[src/rtl/dense.sv]
// ============================================================================
// dense -- fully connected layer stage fed by the maxpool feature buffer.
//
// Each neuron o computes sum_k(in[k] * w[o*IN_DIM+k]) plus its bias. The sum
// is rescaled to the shared Q format by an arithmetic right shift, which
// truncates toward minus infinity. The result saturates to DATA_WIDTH and is
// written to the output buffer. All three memories are external and have a
// 1-cycle read latency.
//
// Ports
//   clk       in   clock, rising edge
//   reset     in   asynchronous, active-low reset
//   start     in   single-cycle run request, honoured only when idle
//   in_addr   out  input buffer read address (k)
//   in_en     out  input buffer read enable
//   in_q      in   input data, valid the cycle after in_en
//   w_addr    out  weight read address (o*IN_DIM+k)
//   w_en      out  weight read enable
//   w_q       in   weight data, valid the cycle after w_en
//   b_addr    out  bias read address (o)
//   b_en      out  bias read enable
//   b_q       in   bias data, valid the cycle after b_en
//   out_addr  out  output buffer write address (o)
//   out_en    out  output buffer enable
//   out_we    out  output buffer write enable (always equal to out_en)
//   out_d     out  result data, holds its last written value
//   done      out  one-cycle pulse after the final write
// ============================================================================
module dense #(
    parameter  int DATA_WIDTH = 16,
    parameter  int FRAC_BITS  = 7,
    parameter  int IN_DIM     = 4,
    parameter  int OUT_DIM    = 2,
    localparam int ACC_WIDTH  = 2*DATA_WIDTH + $clog2(IN_DIM) + 1,
    localparam int IN_AW      = (IN_DIM > 1) ? $clog2(IN_DIM) : 1,
    localparam int W_AW       = (IN_DIM*OUT_DIM > 1) ? $clog2(IN_DIM*OUT_DIM) : 1,
    localparam int OUT_AW     = (OUT_DIM > 1) ? $clog2(OUT_DIM) : 1
) (
    input  logic                         clk,
    input  logic                         reset,
    input  logic                         start,
    output logic [IN_AW-1:0]             in_addr,
    output logic                         in_en,
    input  logic signed [DATA_WIDTH-1:0] in_q,
    output logic [W_AW-1:0]              w_addr,
    output logic                         w_en,
    input  logic signed [DATA_WIDTH-1:0] w_q,
    output logic [OUT_AW-1:0]            b_addr,
    output logic                         b_en,
    input  logic signed [DATA_WIDTH-1:0] b_q,
    output logic [OUT_AW-1:0]            out_addr,
    output logic                         out_en,
    output logic                         out_we,
    output logic signed [DATA_WIDTH-1:0] out_d,
    output logic                         done
);

    localparam logic [2:0] S_IDLE  = 3'd0;
    localparam logic [2:0] S_ISSUE = 3'd1;
    localparam logic [2:0] S_DRAIN = 3'd2;
    localparam logic [2:0] S_WRITE = 3'd3;
    localparam logic [2:0] S_DONE  = 3'd4;

    localparam logic [IN_AW-1:0]  K_LAST = IN_AW'(IN_DIM - 1);
    localparam logic [OUT_AW-1:0] O_LAST = OUT_AW'(OUT_DIM - 1);

    // Saturation limits expressed at accumulator width; ~MAX is the most
    // negative DATA_WIDTH value in two's complement.
    localparam logic signed [ACC_WIDTH-1:0] SAT_MAX =
        ACC_WIDTH'((64'sd1 <<< (DATA_WIDTH - 1)) - 64'sd1);
    localparam logic signed [ACC_WIDTH-1:0] SAT_MIN = ~SAT_MAX;

    logic [2:0]                  r_state;
    logic [IN_AW-1:0]            r_k;
    logic [OUT_AW-1:0]           r_o;
    logic [W_AW-1:0]             r_wAddr;
    logic                        r_issueD;
    logic                        r_biasD;
    logic signed [ACC_WIDTH-1:0] r_acc;
    logic signed [DATA_WIDTH-1:0] r_bias;
    logic signed [DATA_WIDTH-1:0] r_outD;

    logic signed [2*DATA_WIDTH-1:0] w_prod;
    logic signed [ACC_WIDTH-1:0]    w_prodExt;
    logic signed [ACC_WIDTH-1:0]    w_biasExt;
    logic signed [ACC_WIDTH-1:0]    w_sum;
    logic signed [ACC_WIDTH-1:0]    w_shift;
    logic signed [DATA_WIDTH-1:0]   w_result;
    logic                           w_accClear;

    // Sequencer. The weight address runs as a free counter across neurons,
    // because o*IN_DIM+k is simply the running count of issued reads.
    always_ff @(posedge clk or negedge reset) begin
        if (!reset) begin
            r_state <= S_IDLE;
            r_k     <= '0;
            r_o     <= '0;
            r_wAddr <= '0;
        end else begin
            case (r_state)
                S_IDLE: begin
                    if (start) begin
                        r_state <= S_ISSUE;
                        r_k     <= '0;
                        r_o     <= '0;
                        r_wAddr <= '0;
                    end
                end
                S_ISSUE: begin
                    r_wAddr <= r_wAddr + 1'b1;
                    if (r_k == K_LAST) begin
                        r_k     <= '0;
                        r_state <= S_DRAIN;
                    end else begin
                        r_k <= r_k + 1'b1;
                    end
                end
                S_DRAIN: begin
                    r_state <= S_WRITE;
                end
                S_WRITE: begin
                    if (r_o == O_LAST) begin
                        r_state <= S_DONE;
                    end else begin
                        r_o     <= r_o + 1'b1;
                        r_state <= S_ISSUE;
                    end
                end
                S_DONE: begin
                    r_state <= S_IDLE;
                end
                default: begin
                    r_state <= S_IDLE;
                end
            endcase
        end
    end

    // Read-return tracking: the data of a read issued in one cycle arrives
    // in the next, so the issue strobes are delayed by one cycle to
    // qualify accumulation and bias capture.
    always_ff @(posedge clk or negedge reset) begin
        if (!reset) begin
            r_issueD <= 1'b0;
            r_biasD  <= 1'b0;
            r_bias   <= '0;
        end else begin
            r_issueD <= in_en;
            r_biasD  <= b_en;
            if (r_biasD) begin
                r_bias <= b_q;
            end
        end
    end

    // The accumulator is cleared on every transition into the first issue
    // cycle of a neuron. No read is in flight at that point, so clearing
    // and accumulating never coincide.
    assign w_accClear = ((r_state == S_IDLE) && start) ||
                        ((r_state == S_WRITE) && (r_o != O_LAST));

    assign w_prod    = in_q * w_q;
    assign w_prodExt = {{(ACC_WIDTH - 2*DATA_WIDTH){w_prod[2*DATA_WIDTH-1]}}, w_prod};

    always_ff @(posedge clk or negedge reset) begin
        if (!reset) begin
            r_acc <= '0;
        end else if (w_accClear) begin
            r_acc <= '0;
        end else if (r_issueD) begin
            r_acc <= r_acc + w_prodExt;
        end
    end

    // The bias is aligned to the product scale (2*FRAC_BITS fractional bits)
    // before adding. The shift back to FRAC_BITS then floors the result.
    assign w_biasExt = {{(ACC_WIDTH - DATA_WIDTH){r_bias[DATA_WIDTH-1]}}, r_bias} <<< FRAC_BITS;
    assign w_sum     = r_acc + w_biasExt;
    assign w_shift   = w_sum >>> FRAC_BITS;

    always_comb begin
        w_result = w_shift[DATA_WIDTH-1:0];
        if (w_shift > SAT_MAX) begin
            w_result = SAT_MAX[DATA_WIDTH-1:0];
        end else if (w_shift < SAT_MIN) begin
            w_result = SAT_MIN[DATA_WIDTH-1:0];
        end
    end

    // out_d must keep showing the last written value between writes.
    always_ff @(posedge clk or negedge reset) begin
        if (!reset) begin
            r_outD <= '0;
        end else if (r_state == S_WRITE) begin
            r_outD <= w_result;
        end
    end

    // Memory strobes decode directly from state, so a reset forces them low
    // in the same instant that it forces the state to idle.
    always_comb begin
        in_en    = 1'b0;
        w_en     = 1'b0;
        b_en     = 1'b0;
        out_en   = 1'b0;
        out_we   = 1'b0;
        in_addr  = '0;
        w_addr   = '0;
        b_addr   = '0;
        out_addr = '0;
        out_d    = r_outD;
        done     = 1'b0;
        case (r_state)
            S_ISSUE: begin
                in_en   = 1'b1;
                w_en    = 1'b1;
                in_addr = r_k;
                w_addr  = r_wAddr;
                if (r_k == '0) begin
                    b_en   = 1'b1;
                    b_addr = r_o;
                end
            end
            S_WRITE: begin
                out_en   = 1'b1;
                out_we   = 1'b1;
                out_addr = r_o;
                out_d    = w_result;
            end
            S_DONE: begin
                done = 1'b1;
            end
            default: begin
            end
        endcase
    end

endmodule

[config.mk]
export PLATFORM = sky130hd
export DESIGN_NAME = dense
export DESIGN_NICKNAME = d
export VERILOG_FILES = /design/src/rtl/dense.sv
export SDC_FILE = /design/constraint.sdc
export NUM_CORES = 1
export LEC_CHECK = 0
export CORE_MARGIN = 1
export CORE_UTILIZATION = 65
export DETAILED_ROUTE_END_ITERATION = 10
export PLACE_DENSITY = 0.85
export SETUP_SLACK_MARGIN = 0.4
export SLEW_MARGIN = 20
export SYNTH_ARGS = -nofsm -noshare
export SYNTH_HDL_FRONTEND = slang
export SYNTH_SLANG_ARGS = --single-unit
[constraint.sdc]
create_clock -name clk -period 13 [get_ports clk]
set_input_delay 2.6 -clock clk [delete_from_list [all_inputs] [get_ports clk]]
set_output_delay 2.6 -clock clk [all_outputs]
set_load 0.02 [all_outputs]
After elaboration in Yosys (flattened, before gate mapping)
Cells that the tools add are included.
{ "totals": {"ff_bits": 78, "wordCells": 63, "latch_bits": 0, "mem_bits_rw": 0, "n_memories": 0, "inputBits": 51, "mem_bits_ro": 0, "out_inout_bits": 29} }
{ "op_classes": {"shift": 0, "div_mod_pow": 0, "n_eq_ne": 7, "magnitude_cmp": 2, "n_reduce_logical": 11, "mul": 1, "addsub": 5, "muxes": 27, "bitwise": 1} }
{ "ops": {"columns": ["operator", "n"], "rows": [
  ["$mux W35", 2],
  ["$mux W16", 3],
  ["$add A35 B23 Y35", 1],
  ["$add A35 B32 Y35", 1],
  ["$mul A16 B16 Y32", 1],
  ["$gt A28 B16 Y1 const B", 1],
  ["$lt A28 B16 Y1 const B", 1],
  ["$mux W3", 5],
  ["$pmux W3 S4", 1],
  ["$mux W1", 10],
  ["$eq A3 B2 Y1 const B", 2],
  ["$mux W2", 3],
  ["$pmux W3 S2", 1],
  ["$reduce_and A2 Y1", 3],
  ["$reduce_bool A2 Y1", 3],
  ["$ne A2 B2 Y1 const B", 2],
  ["$pmux W2 S2", 1],
  ["$add A3 B1 Y3 const B", 1],
  ["$eq A3 B1 Y1 const B", 1],
  ["$eq A3 B3 Y1 const B", 1],
  ["$logic_not A3 Y1", 1],
  ["$add A2 B1 Y2 const B", 1],
  ["$eq A2 B2 Y1 const B", 1],
  ["$logic_and A1 B1 Y1", 2],
  ["other kinds (5)", 5]
]} }

Logic depth before layout (Yosys ltp)
Gate-level depths: netlist of run 1.
{ "depth": {"ltp_word": 5, "mapped_depth": 24, "ltp_nobuf": 23} }

Least setup slack after synthesis of run 1
No wires, ideal clock.
{ "synth_path": {"path_kind": "input to register", "from": "input in_q[15]", "to": "register r_acc[31]", "setup_time_ps": 71, "arrival_ps": 8271, "path_stages": 21, "t_required_ps": 12929, "n_path_buf": 1, "path_slack_ps": 4658, "cell_sequence": "clkbuf_1 -> nand2_1 -> inv_1 -> fa_1 -> fa_1 -> fa_1 -> fa_1 -> fa_1 -> inv_1 -> fa_1 -> inv_1 -> ha_1 -> a21o_1 -> a21oi_1 -> o21ai_0 -> a2bb2oi_1 -> o21ai_0 -> o41ai_1 -> nor2_1 -> or3_1 -> nand4_1"} }
{ "synth_via": {"elab_chain_len": 4} }
{ "synth_rtl": {"columns": ["element", "line_no", "text"], "rows": [
  ["start: declaration", "44", "input logic signed [DATA_WIDTH-1:0] in_q,"],
  ["$mul A16 B16 Y32", "162", "assign w_prod = in_q * w_q;"],
  ["$add A35 B32 Y35", "171", "r_acc <= r_acc + w_prodExt;"],
  ["$mux W35", "170", "end else if (r_issueD) begin"],
  ["$mux W35", "168", "end else if (w_accClear) begin"],
  ["end signal: assignment", "171", null],
  ["end: declaration", "79", "logic signed [ACC_WIDTH-1:0] r_acc;"]
]} }
No other way between the ends. The select of a mux whose other input is x is not followed.
A chain may end at the register's enable or synchronous reset.

Final worst setup path of run 1
{ "layout_path": {"from": "input in_q[14]", "to": "register r_acc[31]"} }
Same word-level chain as after synthesis.

==> results.json, run 1 <==
{
  "cts-root-buf": "clkbuf_16",
  "n_fill_cell": 1839,
  "critPathLaunchType": "primary input",
  "hpwlAfterDp_mm": 30.2,
  "crit_arrival_ns": 9.52,
  "synth-async-reset-ratio_pct": 100,
  "core-area_mm2": 0.0246,
  "die-area_mm2": 0.0260,
  "dp_worst_setup_slack_ns": 3.45,
  "drtIter0Drc": 615,
  "row_count": 57,
  "wl_mm": 36.4,
  "slew_violations": 0,
  "grt_antenna_before_repair": 0,
  "grt_pass1_wl_mm": 61.9,
  "yosys.cell_types.count": 74,
  "grt_overflow": 0,
  "cts_resized": 0,
  "crit_path_end_kind": "register",
  "start_util_pct": 67.0,
  "ant_nets": 0,
  "setup_tns_ns": 0,
  "fin_crit_ns": 9.25,
  "syn_area_mm2": 0.0165,
  "stdcell_area_mm2": 0.0177,
  "finalSetupViolations": 0,
  "diodes": 0,
  "synthTopCellsByArea": "fa_1 (38%), dfrtp_1 (12%), ha_1 (10%)",
  "dr.pass1.iters": 5,
  "rsz0062_at_grt": "false",
  "crit_type": "primary input to register",
  "synth_edf_count": 0,
  "viasPerCell": 5.76,
  "synth-seq-cells": 78,
  "drc": 0,
  "drv_cap": 0,
  "clock_sinks": 78,
  "globalRouteMet2Util_pct": 54.8,
  "grtUsageMet1_pct": 36.0,
  "synthFlopType": "dfrtp_1",
  "final_util_pct": 71.9,
  "fmax_ghz": 0.108,
  "holdCritStartpoint": "r_bias[4]$_DFFE_PN0P_",
  "tightest_slew_ns": 1.01,
  "final_nets": 2300,
  "grt.total_usage_pct": 30.0,
  "path_clk_slew_ns": 0.06,
  "clockBufferDepth": 2,
  "numCtsBuffers": 9,
  "post_cts_buffers": 0,
  "vias": 12300,
  "area_growth_syn_to_layout_pct": 7.34,
  "htree_levels": 3,
  "grt_max_degree": 79,
  "multi_input_area_mm2": 0.0128,
  "postCtsHoldBufs": 0,
  "clk-insertion-delay-late_ns": 0.34,
  "yosysTopAreaCell": "fa_1",
  "skew_ns": 0.00970,
  "synth_top_area_share_pct": 37.8,
  "required_ns": 13.27,
  "cts_tree": "yes",
  "ys_seq_area_share_pct": 11.8,
  "gp_congestion": 0.896,
  "cp_max_fo": 16,
  "die_h_um": 161,
  "syn_area_per_cell_um2": 9.25,
  "syn_inst": 1782,
  "hold_path_class": "register to register",
  "placed_cell_area_mm2": 0.0174,
  "r2r-start": "r_acc[15]$_DFFE_PN0P_",
  "yosys_warnings": 0,
  "port_buffers": 79,
  "maxSlewHeadroom_pct": 32.4,
  "seqCellArea_mm2": 0.00195,
  "die_w_um": 161,
  "fin_crit_sh_pct": 71.1,
  "drive_above_1_share_pct": 3.48,
  "syn-num-nets": 2278,
  "grt_pass1_vias": 13100,
  "status": "completed",
  "hold_viol": 0,
  "cp-startpoint": "in_q[14]",
  "route.detailed.wl_per_inst_um": 17.1,
  "ios": 80,
  "met3_usage_pct": 3.57,
  "top_usage_layer": "met2",
  "setup_slack_ns": 3.75
}
[registers in the layout, indices dropped and copies added, names as in the netlist]
signal    count
r_wAddr       3
r_bias       16
r_acc        35
r_k           2
r_issueD      1
r_biasD       1
r_outD       16
r_o           1
r_state       3
[cell type report]
cell class / count / share of cell area, %
timing repair buffer: 81 / 4.56
inverter: 378 / 8.02
clock buffer: 10 / 1.29
clock inverter: 6 / 0.403
sequential: 78 / 11.0
multi-input combinational: 1256 / 72.4
tap: 324 / 2.29
[metal layers]
layer	vias to the layer above	part of all wire [%]
met1	6251	38
met3	98	3.9
met2	330	54
li1	5606	-
met4	0	3.8
met5	-	0
[through the flow]
step	hold slack, ns	std cells
6_report	0.515	2133
3_5_place_dp	0.505	2117
5_1_grt	0.539	2133
4_1_cts	0.518	2133
2_1_floorplan	0.484	1782
3_3_place_gp	0.497	2117
[logic make-up (layout without fill, tap and decap cells)]
| group | count (synthesis) | after routing | share of synthesized area, % |
|---|---|---|---|
| AND/OR/NAND/NOR | 489 | 489 | 14.8 |
| buffers and inverters | 448 | 475 | 10.5 |
| adder cells (fa/ha/maj) | 445 | 445 | 47.9 |
| AO/OA/AOI/OAI | 226 | 226 | 9.44 |
| flip-flops | 78 | 78 | 11.8 |
| XOR/XNOR | 54 | 54 | 2.87 |
| multiplexers | 42 | 42 | 2.69 |
[synth_stat cells (5+ instances only)]
| cell type | number |
|---|---|
| fa_1 | 311 |
| xor2_1 | 14 |
| ha_1 | 134 |
| o21ai_0 | 45 |
| and3_1 | 18 |
| a21o_1 | 24 |
| dfrtp_1 | 78 |
| clkbuf_1 | 59 |
| nand4_1 | 5 |
| a31oi_1 | 5 |
| o22ai_1 | 7 |
| a211oi_1 | 14 |
| nor3_1 | 17 |
| o211ai_1 | 6 |
| o21bai_1 | 11 |
| and4_1 | 5 |
| a21oi_1 | 57 |
| nand4b_1 | 6 |
| o21a_1 | 7 |
| o22ai_2 | 10 |
| nand2b_1 | 5 |
| nand3_1 | 21 |
| and2_1 | 131 |
| inv_1 | 377 |
| nand2_1 | 166 |
| mux2_2 | 18 |
| mux2i_1 | 24 |
| xnor2_1 | 40 |
| nor2_1 | 91 |
[cell usage in the layout, fill, tap and decap left out, types with 18 or more instances in the layout]
cell type	count
inv_1	377
fa_1	311
nand2_1	166
ha_1	134
and2_1	131
nor2_1	90
clkdlybuf4s50_1	78
dfrtp_1	77
a21oi_1	57
o21ai_0	45
xnor2_1	40
a21o_1	24
mux2i_1	24
nand3_1	21
and3_1	18
mux2_2	18
[critical path, stage by stage]
cell             delay (ns)
clkdlybuf4s50_1        0.81
and2_1                 0.35
fa_1                   0.54
inv_1                  0.06
fa_1                   0.49
fa_1                   0.51
inv_1                  0.05
fa_1                   0.51
fa_1                   0.49
inv_1                  0.05
fa_1                   0.47
inv_1                  0.05
ha_1                   0.33
and3_1                 0.18
and3_1                 0.19
a32o_1                 0.25
a21oi_1                0.37
o21ai_0                0.24
o41ai_1                0.41
nor2_1                 0.11
or3_1                  0.39
nand4_1                0.07
[worst paths after layout]
path                                               end  slack (ns)  cells after the start
worst max-delay path             r_acc[31]$_DFFE_PN0P_        3.75                     22
worst min-delay path             r_bias[4]$_DFFE_PN0P_        0.51                      1
worst max register to register   r_acc[31]$_DFFE_PN0P_        7.23                     19
worst min register to register   r_bias[4]$_DFFE_PN0P_        0.51                      1
max in group asynchronous           r_issueD$_DFF_PN0_       10.21                      1
min in group asynchronous       r_wAddr[2]$_DFFE_PN0P_        2.29                      1
Power of run 1 is not shown: default switching activity piles up to over one toggle a cycle in this logic, so the estimate is an artifact.
==> inputs of run 2 (changes only) <==
Settings changed: CORE_UTILIZATION 65 to 64, PLACE_DENSITY 0.85 to 0.84.
Clock period 13 ns to 9.04 ns, I/O delays scaled along.
==> results.json, run 2 (synthesis results as in run 1) <==
{
  "status": "completed",
  "dr.pass1.iters": 6,
  "die-area_mm2": 0.0264,
  "holdWs_ns": 0.514,
  "critPathLaunchType": "primary input",
  "gp_congestion": 0.911,
  "setup_tns_ns": 0,
  "die_h_um": 163,
  "drtIter0Drc": 699,
  "post_cts_buffers": 0,
  "ios": 80,
  "drive_above_1_share_pct": 4.75,
  "ant_nets": 0,
  "core-area_mm2": 0.0253,
  "crit_type": "primary input to register",
  "holdPathEnd": "r_bias[0]$_DFFE_PN0P_",
  "skew_ns": 0.00569,
  "die_w_um": 163,
  "hpwlAfterDp_mm": 30.8,
  "top_register": "r_acc",
  "drv_cap": 0,
  "start_util_pct": 65.3,
  "cts_tree": "yes",
  "route.detailed.wl_per_inst_um": 17.0,
  "hold_viol": 0,
  "grt_antenna_before_repair": 0,
  "crit_arrival_ns": 8.48,
  "grt_pass1_wl_mm": 62.1,
  "viasPerCell": 5.72,
  "final_util_pct": 70.9,
  "reg_top3": "r_acc x35, r_bias x16, r_outD x16",
  "fin_crit_sh_pct": 90.8,
  "clk-insertion-delay-late_ns": 0.34,
  "port_buffers": 79,
  "fin_crit_ns": 8.21,
  "cts_resized": 0,
  "r2r_slack_ns": 3.38,
  "row_count": 58,
  "diodes": 0,
  "holdCritStartpoint": "r_bias[0]$_DFFE_PN0P_",
  "slew_violations": 0,
  "required_ns": 9.31,
  "clockBufferDepth": 2,
  "vias": 12400,
  "numCtsBuffers": 9,
  "drc": 0,
  "path_clk_slew_ns": 0.06,
  "finalSetupViolations": 0,
  "rsz0062_at_grt": "false",
  "fmax_ghz": 0.122,
  "maxSlewHeadroom_pct": 34.4,
  "r2r-start": "r_acc[15]$_DFFE_PN0P_",
  "crit_path_end_kind": "register",
  "htree_levels": 3,
  "postCtsHoldBufs": 0,
  "hold_path_class": "register to register",
  "cts-root-buf": "clkbuf_16",
  "area_growth_syn_to_layout_pct": 8.53,
  "layout_common_cells": "inv_1 (377), fa_1 (311), nand2_1 (166)",
  "cp_max_fo": 16,
  "clock_sinks": 78,
  "tightest_slew_ns": 0.985,
  "grt_max_degree": 79,
  "worst_r2r_endpoint": "r_acc[31]$_DFFE_PN0P_",
  "wl_mm": 36.6,
  "final_common_cell": "inv_1",
  "final_nets": 2323,
  "grt.total_usage_pct": 29.6,
  "r2r_cells": 19,
  "grt_overflow": 0,
  "largest_reg_flops": 35,
  "grt_pass1_vias": 13300,
  "hold_depth": 1
}
-- run 2: stage by stage --
stage | instance area (um2) | cells | setup slack, ns
global route | 17900 | 2161 | 0.433
global placement | 17600 | 2145 | 0.455
CTS | 17800 | 2160 | 0.581
floorplan | 16500 | 1782 | 1.49
detailed placement | 17600 | 2145 | 0.235
finish | 17900 | 2161 | 0.830
-- run 2: area by class of cell --
cell class	instances	area, um2
Multi-Input combinational cell	1256	12800
Fill cell	1918	7360
Sequential cell	78	1950
Inverter	378	1420
Timing Repair Buffer	104	1010
Tap cell	330	413
Clock buffer	10	239
Clock inverter	5	33.8
-- run 2: worst max path at each step --
| stage | start | end | slack [ns] | cells past startpoint |
|---|---|---|---|---|
| finish | in_q[3] | r_acc[31]$_DFFE_PN0P_ | 0.83 | 22 |
| global route | w_q[7] | r_acc[31]$_DFFE_PN0P_ | 0.43 | 22 |
| CTS | in_q[15] | r_acc[31]$_DFFE_PN0P_ | 0.58 | 21 |
| detailed placement | in_q[15] | r_acc[31]$_DFFE_PN0P_ | 0.23 | 21 |
| global placement | in_q[15] | r_acc[31]$_DFFE_PN0P_ | 0.46 | 21 |
| floorplan | in_q[15] | r_acc[31]$_DFFE_PN0P_ | 1.49 | 21 |
-- run 2: critical path, stage by stage --
cell             delay (ns)
clkdlybuf4s50_1        0.75
and2_1                 0.32
fa_1                   0.49
inv_1                  0.06
fa_1                   0.53
inv_1                  0.05
fa_1                   0.50
fa_1                   0.44
fa_1                   0.49
inv_1                  0.05
fa_1                   0.47
inv_1                  0.04
ha_1                   0.32
and3_1                 0.20
and3_1                 0.19
a32o_1                 0.24
a21oi_1                0.37
o21ai_0                0.24
o41ai_2                0.33
nor2_1                 0.10
or3_1                  0.38
nand4_1                0.08
-- run 2: layer usage --
metal  share of wire, %  global-route usage, %
met1                 39                   35.5
met2                 54                   54.3
met3                3.5                   3.08
met4                4.1                   11.9
met5                  0                      0
Power of run 2 is left out for the same reason.
==> inputs of run 3 (changes only) <==
Settings changed: PLACE_DENSITY 0.84 to 0.83.
==> results.json, run 3 (synthesis results as in run 1) <==
{
  "start_util_pct": 65.3,
  "status": "completed",
  "r2r-start": "r_acc[15]$_DFFE_PN0P_",
  "slew_violations": 0,
  "final_nets": 2322,
  "area_growth_syn_to_layout_pct": 8.46,
  "htree_levels": 3,
  "drv_cap": 0,
  "ant_nets": 0,
  "row_count": 58,
  "drive_above_1_share_pct": 4.70,
  "grt_antenna_before_repair": 0,
  "grt_overflow": 0,
  "drc": 0,
  "finalSetupViolations": 0,
  "gp_congestion": 0.907,
  "stdcell_count": 2161,
  "viasPerCell": 5.71,
  "wl_mm": 36.5,
  "worstPathCellList": "clkdlybuf4s50_1 > nand2_1 > inv_1 > fa_1 > fa_1 > fa_1 > fa_1 > fa_1 > inv_1 > fa_1 > inv_1 > ha_1 > a21o_1 > a21oi_1 > o21ai_0 > a2bb2oi_1 > o21ai_0 > o41ai_1 > nor2_1 > or3_1 > nand4_1",
  "cp-endpoint": "r_acc[31]$_DFFE_PN0P_",
  "hold_path_class": "register to register",
  "core-area_mm2": 0.0253,
  "post_cts_buffers": 0,
  "top_register": "r_acc",
  "final_util_pct": 70.8,
  "tightest_slew_ns": 0.986,
  "ios": 80,
  "maxSlewHeadroom_pct": 34.3,
  "numCtsBuffers": 9,
  "dr.pass1.iters": 5,
  "crit_path_end_kind": "register",
  "route.met3.wl_mm": 1.70,
  "critical-path-max-stage-delay_ns": 0.89,
  "die-area_mm2": 0.0264,
  "required_ns": 9.31,
  "fmax_ghz": 0.121,
  "port_buffers": 79,
  "wl_met1_mm": 14.0,
  "grt.total_usage_pct": 29.6,
  "hpwlAfterDp_mm": 30.3,
  "hold_viol": 0,
  "vias": 12300,
  "postCtsHoldBufs": 0,
  "layout_common_cells": "inv_1 (377), fa_1 (311), nand2_1 (166)",
  "cp_max_fo": 8,
  "diodes": 0,
  "r2r_cells": 19,
  "grt_pass1_wl_mm": 61.9,
  "cp-startpoint": "in_q[15]",
  "crit_type": "primary input to register",
  "dp.cells": 2145,
  "fin_crit_sh_pct": 91.7,
  "grt_pass1_vias": 13100,
  "rsz0062_at_grt": "false",
  "dp_worst_setup_slack_ns": 0.246,
  "route.detailed.wl_per_inst_um": 16.9,
  "crit_arrival_ns": 8.57,
  "worst_r2r_endpoint": "r_acc[31]$_DFFE_PN0P_",
  "drtIter0Drc": 754,
  "clk-insertion-delay-late_ns": 0.34,
  "setup_tns_ns": 0,
  "wl_met2_mm": 19.7,
  "die_w_um": 163,
  "cp_slowest_cell": "fa_1",
  "reg_top3": "r_acc x35, r_bias x16, r_outD x16",
  "top_layer": "met4",
  "fin_crit_ns": 8.29,
  "final_common_cell": "inv_1",
  "skew_ns": 0.00760,
  "crit_top_cell": "fa_1",
  "critPathLaunchType": "primary input",
  "r2r_slack_ns": 3.33,
  "path_clk_slew_ns": 0.06,
  "cts-root-buf": "clkbuf_16",
  "largest_reg_flops": 35,
  "cts_tree": "yes",
  "die_h_um": 163,
  "clock_sinks": 78,
  "grt_max_degree": 79,
  "setup_slack_ns": 0.746,
  "clockBufferDepth": 2
}
[run 3: worst min path at each step]
stage	cells after the start	slack [ns]	end	start
6_report	1	0.52	r_bias[0]$_DFFE_PN0P_	r_bias[0]$_DFFE_PN0P_
3_5_place_dp	1	0.50	r_bias[2]$_DFFE_PN0P_	r_bias[2]$_DFFE_PN0P_
3_3_place_gp	1	0.50	r_bias[4]$_DFFE_PN0P_	r_bias[4]$_DFFE_PN0P_
2_1_floorplan	1	0.48	r_wAddr[1]$_DFFE_PN0P_	r_wAddr[1]$_DFFE_PN0P_
5_1_grt	1	0.53	r_bias[3]$_DFFE_PN0P_	r_bias[3]$_DFFE_PN0P_
4_1_cts	1	0.52	r_bias[0]$_DFFE_PN0P_	r_bias[0]$_DFFE_PN0P_
[run 3: layer usage]
metal  vias to the layer above  global-route usage (%)
met2                       383                    54.8
li1                       5645                       -
met3                        87                    3.87
met4                         0                    8.66
met1                      6225                    35.9
met5                         -                       0
[run 3: stage by stage]
stage          area (um2)  hold slack (ns)
2_1_floorplan       16500            0.484
3_3_place_gp        17600            0.498
3_5_place_dp        17600            0.503
4_1_cts             17900            0.519
5_1_grt             17900            0.532
6_report            17900            0.516
[run 3: final cells by class]
type | count | area (um2)
timing repair buffer | 103 | 990
sequential | 78 | 1950
tap | 330 | 413
clock inverter | 4 | 30.0
fill | 1890 | 7370
inverter | 378 | 1420
multi-input combinational | 1256 | 12800
clock buffer | 12 | 256
[run 3: worst max-delay path: cells and delay by family]
family | cells | cell delay [ns]
adder cells (fa/ha/maj) | 7 | 3.79
buffers and inverters | 4 | 0.97
AND/OR/NAND/NOR | 4 | 0.76
AO/OA/AOI/OAI | 6 | 1.22
[run 3: repair_timing]
action / CTS / global route
setup endpoints to repair: 0 / 3
endpoints found under the hold margin: 0 / 0
gates resized for setup: 0 / 8
Power of run 3 is left out for the same reason.
